<file path="src/rtl/seq_muldiv.sv">
// rtl/seq_muldiv.sv - sequential multiply/divide unit (shift-add multiply, restoring divide)
//
// Ports:
//   clk        rising-edge clock
//   rst_n      asynchronous active-low reset
//   flush      synchronous abort of any in-flight operation
//   in_valid   request present           in_ready   unit idle, can accept
//   op         000 MUL 001 MULH 010 MULHSU 011 MULHU 100 DIV 101 DIVU 110 REM 111 REMU
//   a, b       operands (multiplicand/dividend, multiplier/divisor)
//   out_valid  result present            out_ready  consumer takes result
//   result     XLEN-bit result           zero       result == 0
module seq_muldiv #(
  parameter int XLEN = 32
) (
  input  logic            clk,
  input  logic            rst_n,
  input  logic            flush,
  input  logic            in_valid,
  output logic            in_ready,
  input  logic [2:0]      op,
  input  logic [XLEN-1:0] a,
  input  logic [XLEN-1:0] b,
  output logic            out_valid,
  input  logic            out_ready,
  output logic [XLEN-1:0] result,
  output logic            zero
);

  localparam int CW = $clog2(XLEN) + 1;
  localparam logic [CW-1:0] CNT_LAST = CW'(XLEN - 1);

  typedef enum logic [1:0] {IDLE, CALC, FIX, DONE} state_t;

  state_t            state_q, state_d;
  logic [CW-1:0]     cnt_q, cnt_d;
  logic [2:0]        op_q, op_d;
  logic              neg_q, neg_d;
  logic [XLEN-1:0]   mc_q, mc_d;     // multiplicand or divisor magnitude
  logic [XLEN-1:0]   hi_q, hi_d;     // product high half / partial remainder
  logic [XLEN-1:0]   lo_q, lo_d;     // product low half (multiplier) / quotient (dividend)
  logic [XLEN-1:0]   res_q, res_d;

  // Operand decode at accept time
  logic            is_div, signed_a, signed_b, sa, sb, accept;
  logic            div_zero, div_ovf;
  logic [XLEN-1:0] a_mag, b_mag;

  assign is_div   = op[2];
  assign signed_a = (op == 3'b001) || (op == 3'b010) || (op == 3'b100) || (op == 3'b110);
  assign signed_b = (op == 3'b001) || (op == 3'b100) || (op == 3'b110);
  assign sa       = signed_a & a[XLEN-1];
  assign sb       = signed_b & b[XLEN-1];
  assign a_mag    = sa ? -a : a;
  assign b_mag    = sb ? -b : b;
  assign accept   = in_valid & in_ready;
  assign div_zero = is_div & (b == '0);
  // Only signed DIV/REM (op[0]==0) can overflow: most-negative / -1
  assign div_ovf  = is_div & ~op[0] & (a == {1'b1, {(XLEN-1){1'b0}}}) & (&b);

  // One shift-add step: add multiplicand when multiplier LSB is set, shift right
  logic [XLEN:0] mul_sum;
  assign mul_sum = {1'b0, hi_q} + (lo_q[0] ? {1'b0, mc_q} : {(XLEN+1){1'b0}});

  // One restoring-divide step: shift next dividend bit in, subtract if it fits
  logic [XLEN:0]   div_shift;
  logic            div_ge;
  logic [XLEN-1:0] div_diff;
  assign div_shift = {hi_q, lo_q[XLEN-1]};
  assign div_ge    = div_shift >= {1'b0, mc_q};
  assign div_diff  = div_shift[XLEN-1:0] - mc_q;

  // Sign fix-up and result selection
  logic [2*XLEN-1:0] prod_fix;
  logic [XLEN-1:0]   quo_fix, rem_fix, fix_res;
  assign prod_fix = neg_q ? -{hi_q, lo_q} : {hi_q, lo_q};
  assign quo_fix  = neg_q ? -lo_q : lo_q;
  assign rem_fix  = neg_q ? -hi_q : hi_q;

  always_comb begin
    fix_res = '0;
    case (op_q)
      3'b000:                 fix_res = prod_fix[XLEN-1:0];
      3'b001, 3'b010, 3'b011: fix_res = prod_fix[2*XLEN-1:XLEN];
      3'b100, 3'b101:         fix_res = quo_fix;
      default:                fix_res = rem_fix;
    endcase
  end

  always_comb begin
    state_d = state_q;
    cnt_d   = cnt_q;
    op_d    = op_q;
    neg_d   = neg_q;
    mc_d    = mc_q;
    hi_d    = hi_q;
    lo_d    = lo_q;
    res_d   = res_q;
    case (state_q)
      IDLE: begin
        if (accept) begin
          op_d  = op;
          cnt_d = '0;
          if (div_zero) begin
            res_d   = op[1] ? a : '1;
            state_d = DONE;
          end else if (div_ovf) begin
            res_d   = op[1] ? '0 : a;
            state_d = DONE;
          end else begin
            // REM takes the dividend's sign; everything else the sign product
            neg_d   = (is_div & op[1]) ? sa : (sa ^ sb);
            hi_d    = '0;
            lo_d    = is_div ? a_mag : b_mag;
            mc_d    = is_div ? b_mag : a_mag;
            state_d = CALC;
          end
        end
      end
      CALC: begin
        if (op_q[2]) begin
          hi_d = div_ge ? div_diff : div_shift[XLEN-1:0];
          lo_d = {lo_q[XLEN-2:0], div_ge};
        end else begin
          hi_d = mul_sum[XLEN:1];
          lo_d = {mul_sum[0], lo_q[XLEN-1:1]};
        end
        cnt_d = cnt_q + 1'b1;
        if (cnt_q == CNT_LAST) state_d = FIX;
      end
      FIX: begin
        res_d   = fix_res;
        state_d = DONE;
      end
      DONE: begin
        if (out_ready) state_d = IDLE;
      end
      default: state_d = IDLE;
    endcase
    if (flush) state_d = IDLE;
  end

  always_ff @(posedge clk or negedge rst_n) begin
    if (!rst_n) begin
      state_q <= IDLE;
      cnt_q   <= '0;
      op_q    <= '0;
      neg_q   <= 1'b0;
      mc_q    <= '0;
      hi_q    <= '0;
      lo_q    <= '0;
      res_q   <= '0;
    end else begin
      state_q <= state_d;
      cnt_q   <= cnt_d;
      op_q    <= op_d;
      neg_q   <= neg_d;
      mc_q    <= mc_d;
      hi_q    <= hi_d;
      lo_q    <= lo_d;
      res_q   <= res_d;
    end
  end

  assign in_ready  = (state_q == IDLE);
  assign out_valid = (state_q == DONE);
  assign result    = res_q;
  assign zero      = (res_q == '0);

endmodule
</file>
<file path="config.mk">
export PLATFORM = sky130hd
export DESIGN_NAME = seq_muldiv
export DESIGN_NICKNAME = d
export VERILOG_FILES = /design/src/rtl/seq_muldiv.sv
export SDC_FILE = /design/constraint.sdc
export NUM_CORES = 1
export LEC_CHECK = 0
export ABC_AREA = 1
export CORE_AREA = 2 2 191 193
export CTS_BUF_LIST = sky130_fd_sc_hd__clkbuf_16
export CTS_CLUSTER_SIZE = 25
export DETAILED_ROUTE_END_ITERATION = 6
export DIE_AREA = 0 0 193 195
export MAX_ROUTING_LAYER = met4
export PLACE_DENSITY = 0.79
export REMOVE_ABC_BUFFERS = 1
export SYNTH_ARGS = -nofsm -noshare
export SYNTH_HDL_FRONTEND = slang
export SYNTH_SLANG_ARGS = --single-unit
export TNS_END_PERCENT = 5
</file>
<file path="constraint.sdc">
create_clock -name clk -period 2.8 [get_ports clk]
set_input_delay 0.84 -clock clk [delete_from_list [all_inputs] [get_ports clk]]
set_output_delay 0.84 -clock clk [all_outputs]
set_load 0.05 [all_outputs]
</file>
; ---- Word level (Yosys, flattened, before mapping)
; Index checks and enable logic that the tools add are counted.
[totals]
reg_bits = 140
output_inout_bits = 35
word_cells = 106
[classes]
n_addsub = 8
n_eq_ne = 21
n_mux = 36
order_cmp = 1
n_bitwise = 12
n_reduce_logical = 20
[ops]
columns = cell, count
row1 = $mux W32, 21
row2 = $pmux W32 S2, 3
row3 = $neg A32 Y32, 4
row4 = $pmux W32 S3, 1
row5 = $logic_not A32 Y1, 2
row6 = $mux W64, 1
row7 = $neg A64 Y64, 1
row8 = $add A32 B32 Y33, 1
row9 = $ge A33 B32 Y1, 1
row10 = $eq A32 B32 Y1 const B, 1
row11 = $reduce_and A32 Y1, 1
row12 = $sub A32 B32 Y32, 1
row13 = $eq A3 B3 Y1 const B, 4
row14 = $mux W2, 6
row15 = $pmux W6 S2, 1
row16 = $eq A3 B2 Y1 const B, 3
row17 = $and A1 B1 Y1, 8
row18 = $pmux W2 S4, 1
row19 = $reduce_and A4 Y1, 2
row20 = $add A6 B1 Y6 const B, 1
row21 = $eq A3 B1 Y1 const B, 2
row22 = $eq A6 B5 Y1 const B, 1
row23 = $mux W6, 1
row24 = $ne A3 B2 Y1 const B, 2
row25 = other kinds (17), 28

; ---- Depth between registers and ports, before layout
[logic_depth]
ltp_word = 11
mapped_depth = 19
depth_no_buf = 18

; ---- Least setup slack after synthesis
; OpenSTA, ideal clock, no wires.
[synth_path]
kind = register -> output
start = register res_q[13], in the netlist result[13]
end = output zero
path_buffers = 0
setup_slack_ns = -0.708
arrival_time_ns = 2.668
path_stages_with_launch = 3
cell_sequence = dfrtp_1 > or4_1 > nor4_1
[synth_between]
elab_chain_len = 1
[synth_rtl]
columns = item, line_no
row1 = from (decl), 41  ; logic [XLEN-1:0] res_q, res_d;
row2 = from (signal assigned), 160  ; res_q <= res_d;
row3 = $logic_not A32 Y1, 167  ; assign zero = (res_q == '0);
row4 = to (decl), 26  ; output logic zero
; Every way passes these cells.

; ---- Final worst setup path
[layout_path]
start = register res_q[25], in the netlist result[25]
end = output zero
; The elaborated chain is that of the path after synthesis.

==> flow_summary.json <==
{
  "synth_top_area_cell": "nand2_1",
  "fin_crit_sh_pct": 102,
  "slowest_delay_ns": 0.41,
  "cp.required_ns": 1.96,
  "power_switching_mw": 17.3,
  "port_buffers": 106,
  "synth_top_family_by_area": "simple AND/OR/NAND/NOR gates",
  "ys.flop_type": "dfrtp_1",
  "finalWeightedCongestion": 1.13,
  "rr_startpoint": "mc_q[28]",
  "hold_violations": 0,
  "ys_types": 61,
  "firstDrtPassIters": 6,
  "synth_edf_count": 0,
  "cp.arrival_ns": 2.01,
  "p_sw_share_pct": 60.4,
  "grt_pass1_vias": 23700,
  "multi_input_area_um2": 13200,
  "route.detailed.drc": 0,
  "synth.yosys.seq_area_share_pct": 18.8,
  "reg2reg_to": "hi_q[22]",
  "end_kind": "primary output",
  "final_cell_mix": "997 x nand2_1, 398 x nor2_1, 376 x inv_1, 364 x buf_4, 314 x nand3_1",
  "place_ws_ns": -0.377,
  "worst-path-max-fanout": 3,
  "muxShareOfSynthArea_pct": 0.107,
  "path_clk_slew_ns": 0.07,
  "fin_skew_ns": 0.00942,
  "synth_seq_cells": 140,
  "criticalPathCategory": "reg2out",
  "layout-drive-gt1-share_pct": 15.2,
  "post_drt_wl_per_cell_um": 22.0,
  "drt_iter0_markers": 3291,
  "start_util_pct": 52.7,
  "clkPwrFrac_pct": 8.2,
  "postSynth.asyncResetShare_pct": 100,
  "synthAdderAreaFrac_pct": 5.18,
  "grt_overflow_total": 0,
  "vias_per_cell": 6.05,
  "power.total_mw": 28.7,
  "start_kind": "flop",
  "ff2ff_setup_slack_ns": -0.01,
  "max-cap-violations": 0,
  "synth.avg_cell_area_um2": 5.63,
  "antenna_left": 0,
  "slew_viol_final": 0,
  "rsz0062_at_grt": "yes",
  "period_needed_ns": 2.85,
  "rows": 69,
  "synth_xor_area_share_pct": 3.29,
  "synth-simple-area-share_pct": 44.5,
  "cts_sinks": 140,
  "clk_path_buf_depth": 2,
  "antenna_found_initial": 1,
  "fmax_mhz": 351,
  "yosys_warnings": 0,
  "setup_violations": 3,
  "boundaryPins": 107,
  "seqPwrFrac_pct": 14.4,
  "h-tree-depth": 4,
  "status": "complete, but fails checks",
  "fin_nets": 3846,
  "dieHeight_um": 195,
  "crit_slowest_cell": "dfrtp_1",
  "grt_use_total_pct": 50.0,
  "syn_inst": 3312,
  "pwr-share-comb_pct": 77.4,
  "layout_commonest_cell": "nand2_1",
  "worstSkewPairLatency_ns": 0.46,
  "synth_top_area_share_pct": 20.2,
  "fillers": 3310,
  "cp_cell_sequence": "nor4_1 > nand4_1 > nor4_4 > buf_12",
  "grt_start_max_net_pins": 69,
  "tritoncts": "built",
  "ys_top_cells_by_area": "nand2_1 20%, dfrtp_1 19%, nand3_1 8.5%, nor2_1 8.2%, inv_1 7.6%",
  "grt_pass1_wl_um": 137000,
  "power_density_nw_per_um2": 1220,
  "via_count": 25200,
  "whs_ns": 0.290,
  "area_delta_synth_final_pct": 25.8,
  "internal-power_mw": 11.3,
  "numCtsBuffers": 17,
  "hold_class": "in2async",
  "clockRootBuffer": "clkbuf_16",
  "syn_area_um2": 18600,
  "layout_setup_ws_ns": -0.0498,
  "synth-compound-area-share_pct": 16.9,
  "violations": "negative setup slack",
  "core_um2": 35400,
  "worst_pin_slew_ns": 0.700,
  "final-seq-area_um2": 3510,
  "rr_worst_depth": 14,
  "drt-total-wl_um": 91700,
  "irDropWorstVdd_mv": 1.18,
  "dp_hpwl_um": 74300,
  "slew_headroom_pct": 52.9,
  "die_x_um": 193,
  "p_leak_nw": 12.1,
  "die-area_um2": 37600
}
power groups by stage:
stage | Combinational, mW | Clock, mW | Sequential (mW)
floorplan | 11.4 | 0 | 4.50
finish | 22.2 | 2.35 | 4.12
global route | 23.7 | 2.42 | 4.13
detailed placement | 20.9 | 0 | 4.02
global placement | 20.6 | 0 | 4.01
CTS | 21.1 | 2.32 | 4.01
final cells by class:
| type | count | area share (%) |
|---|---|---|
| Antenna cell | 1 | 0.0107 |
| Clock buffer | 17 | 1.81 |
| Clock inverter | 15 | 0.678 |
| Inverter | 399 | 6.42 |
| Multi-Input combinational cell | 2656 | 56.3 |
| Sequential cell | 140 | 15.0 |
| Tap cell | 461 | 2.46 |
| Timing Repair Buffer | 484 | 17.3 |
registers in the layout, indices dropped and copies added (netlist names):
signal and count:
cnt_q 6, hi_q 32, lo_q 32, mc_q 32, neg_q 1, op_q 3
result 32, state_q 2
worst max path at each step:
stage / from / to / slack, ns / depth (start not counted)
finish: result[25] / zero / -0.05 / 4
global route: lo_q[0] / hi_q[30] / -0.11 / 16
CTS: result[9] / zero / 0.03 / 3
detailed placement: b[0] / lo_q[30] / -0.38 / 14
global placement: a[9] / lo_q[11] / -0.31 / 13
floorplan: op_q[2] / result[15] / -0.97 / 11
cell usage after synthesis (3+ instances only):
library cell / instances
o22ai_1: 8
o21bai_1: 10
nor2_1: 405
xor2_1: 61
a31oi_1: 3
or2_2: 6
buf_2: 45
nand2_1: 1001
xnor2_1: 9
nor4_1: 10
ha_1: 74
nor2_2: 21
o21ai_2: 3
inv_1: 377
o21ai_1: 49
buf_6: 4
o21a_1: 5
nand3_1: 317
nand2_2: 20
and3_1: 5
and2_1: 6
nor3_1: 21
clkinv_1: 3
o211ai_1: 25
a21oi_1: 238
dfrtp_1: 140
nand4_1: 65
o21ai_0: 211
nand3b_1: 17
o211ai_2: 3
o31ai_1: 8
buf_4: 6
a21oi_2: 7
nor2_4: 11
nand3_2: 8
clkbuf_1: 47
inv_2: 18
buf_1: 11
timing repair:
action,4_1_cts,5_1_grt
gates cloned,0,0
endpoints found under the setup margin,3,71
buffers inserted,0,2
pin swaps,1,2
gates resized for setup,4,48
hold buffers,0,0
worst max-delay path, delay by kind of cell (launching register included):
family,cells,cell delay (ns)
buffers and inverters,1,0.18
DFF,1,0.41
and+or+nand+nor,3,0.97
per-stage QoR:
step,setup TNS [ns],cells,cell area (um2),utilization (%)
after global routing,-0.627,4173,23400,66.2
after floorplan,-45.81,3195,18100,-
after global placement,-21.77,4138,22700,64.1
after detailed placement,-33.09,4138,22700,64.1
after CTS,0,4170,23300,65.8
final,-0.0633,4173,23400,66.2
cells by family (layout without fill, tap and decap cells):
logic type | Yosys count | in the layout
XOR/XNOR | 70 | 70
AND/OR/NAND/NOR | 1926 | 1926
multiplexers | 2 | 2
adder cells (fa/ha/maj) | 76 | 76
other | 0 | 1
flip-flops | 140 | 140
buffers and inverters | 516 | 915
AO/OA/AOI/OAI | 582 | 582
layer usage:
metal | vias to the layer above | track usage (%) | wire (um)
met1 | 11500 | 57.2 | 32900
met2 | 1727 | 74.7 | 39300
met3 | 470 | 13.2 | 10800
li1 | 11500 | - | -
met5 | - | - | 0
met4 | 0 | 37.3 | 8760
(Power assumes the default switching activity.)
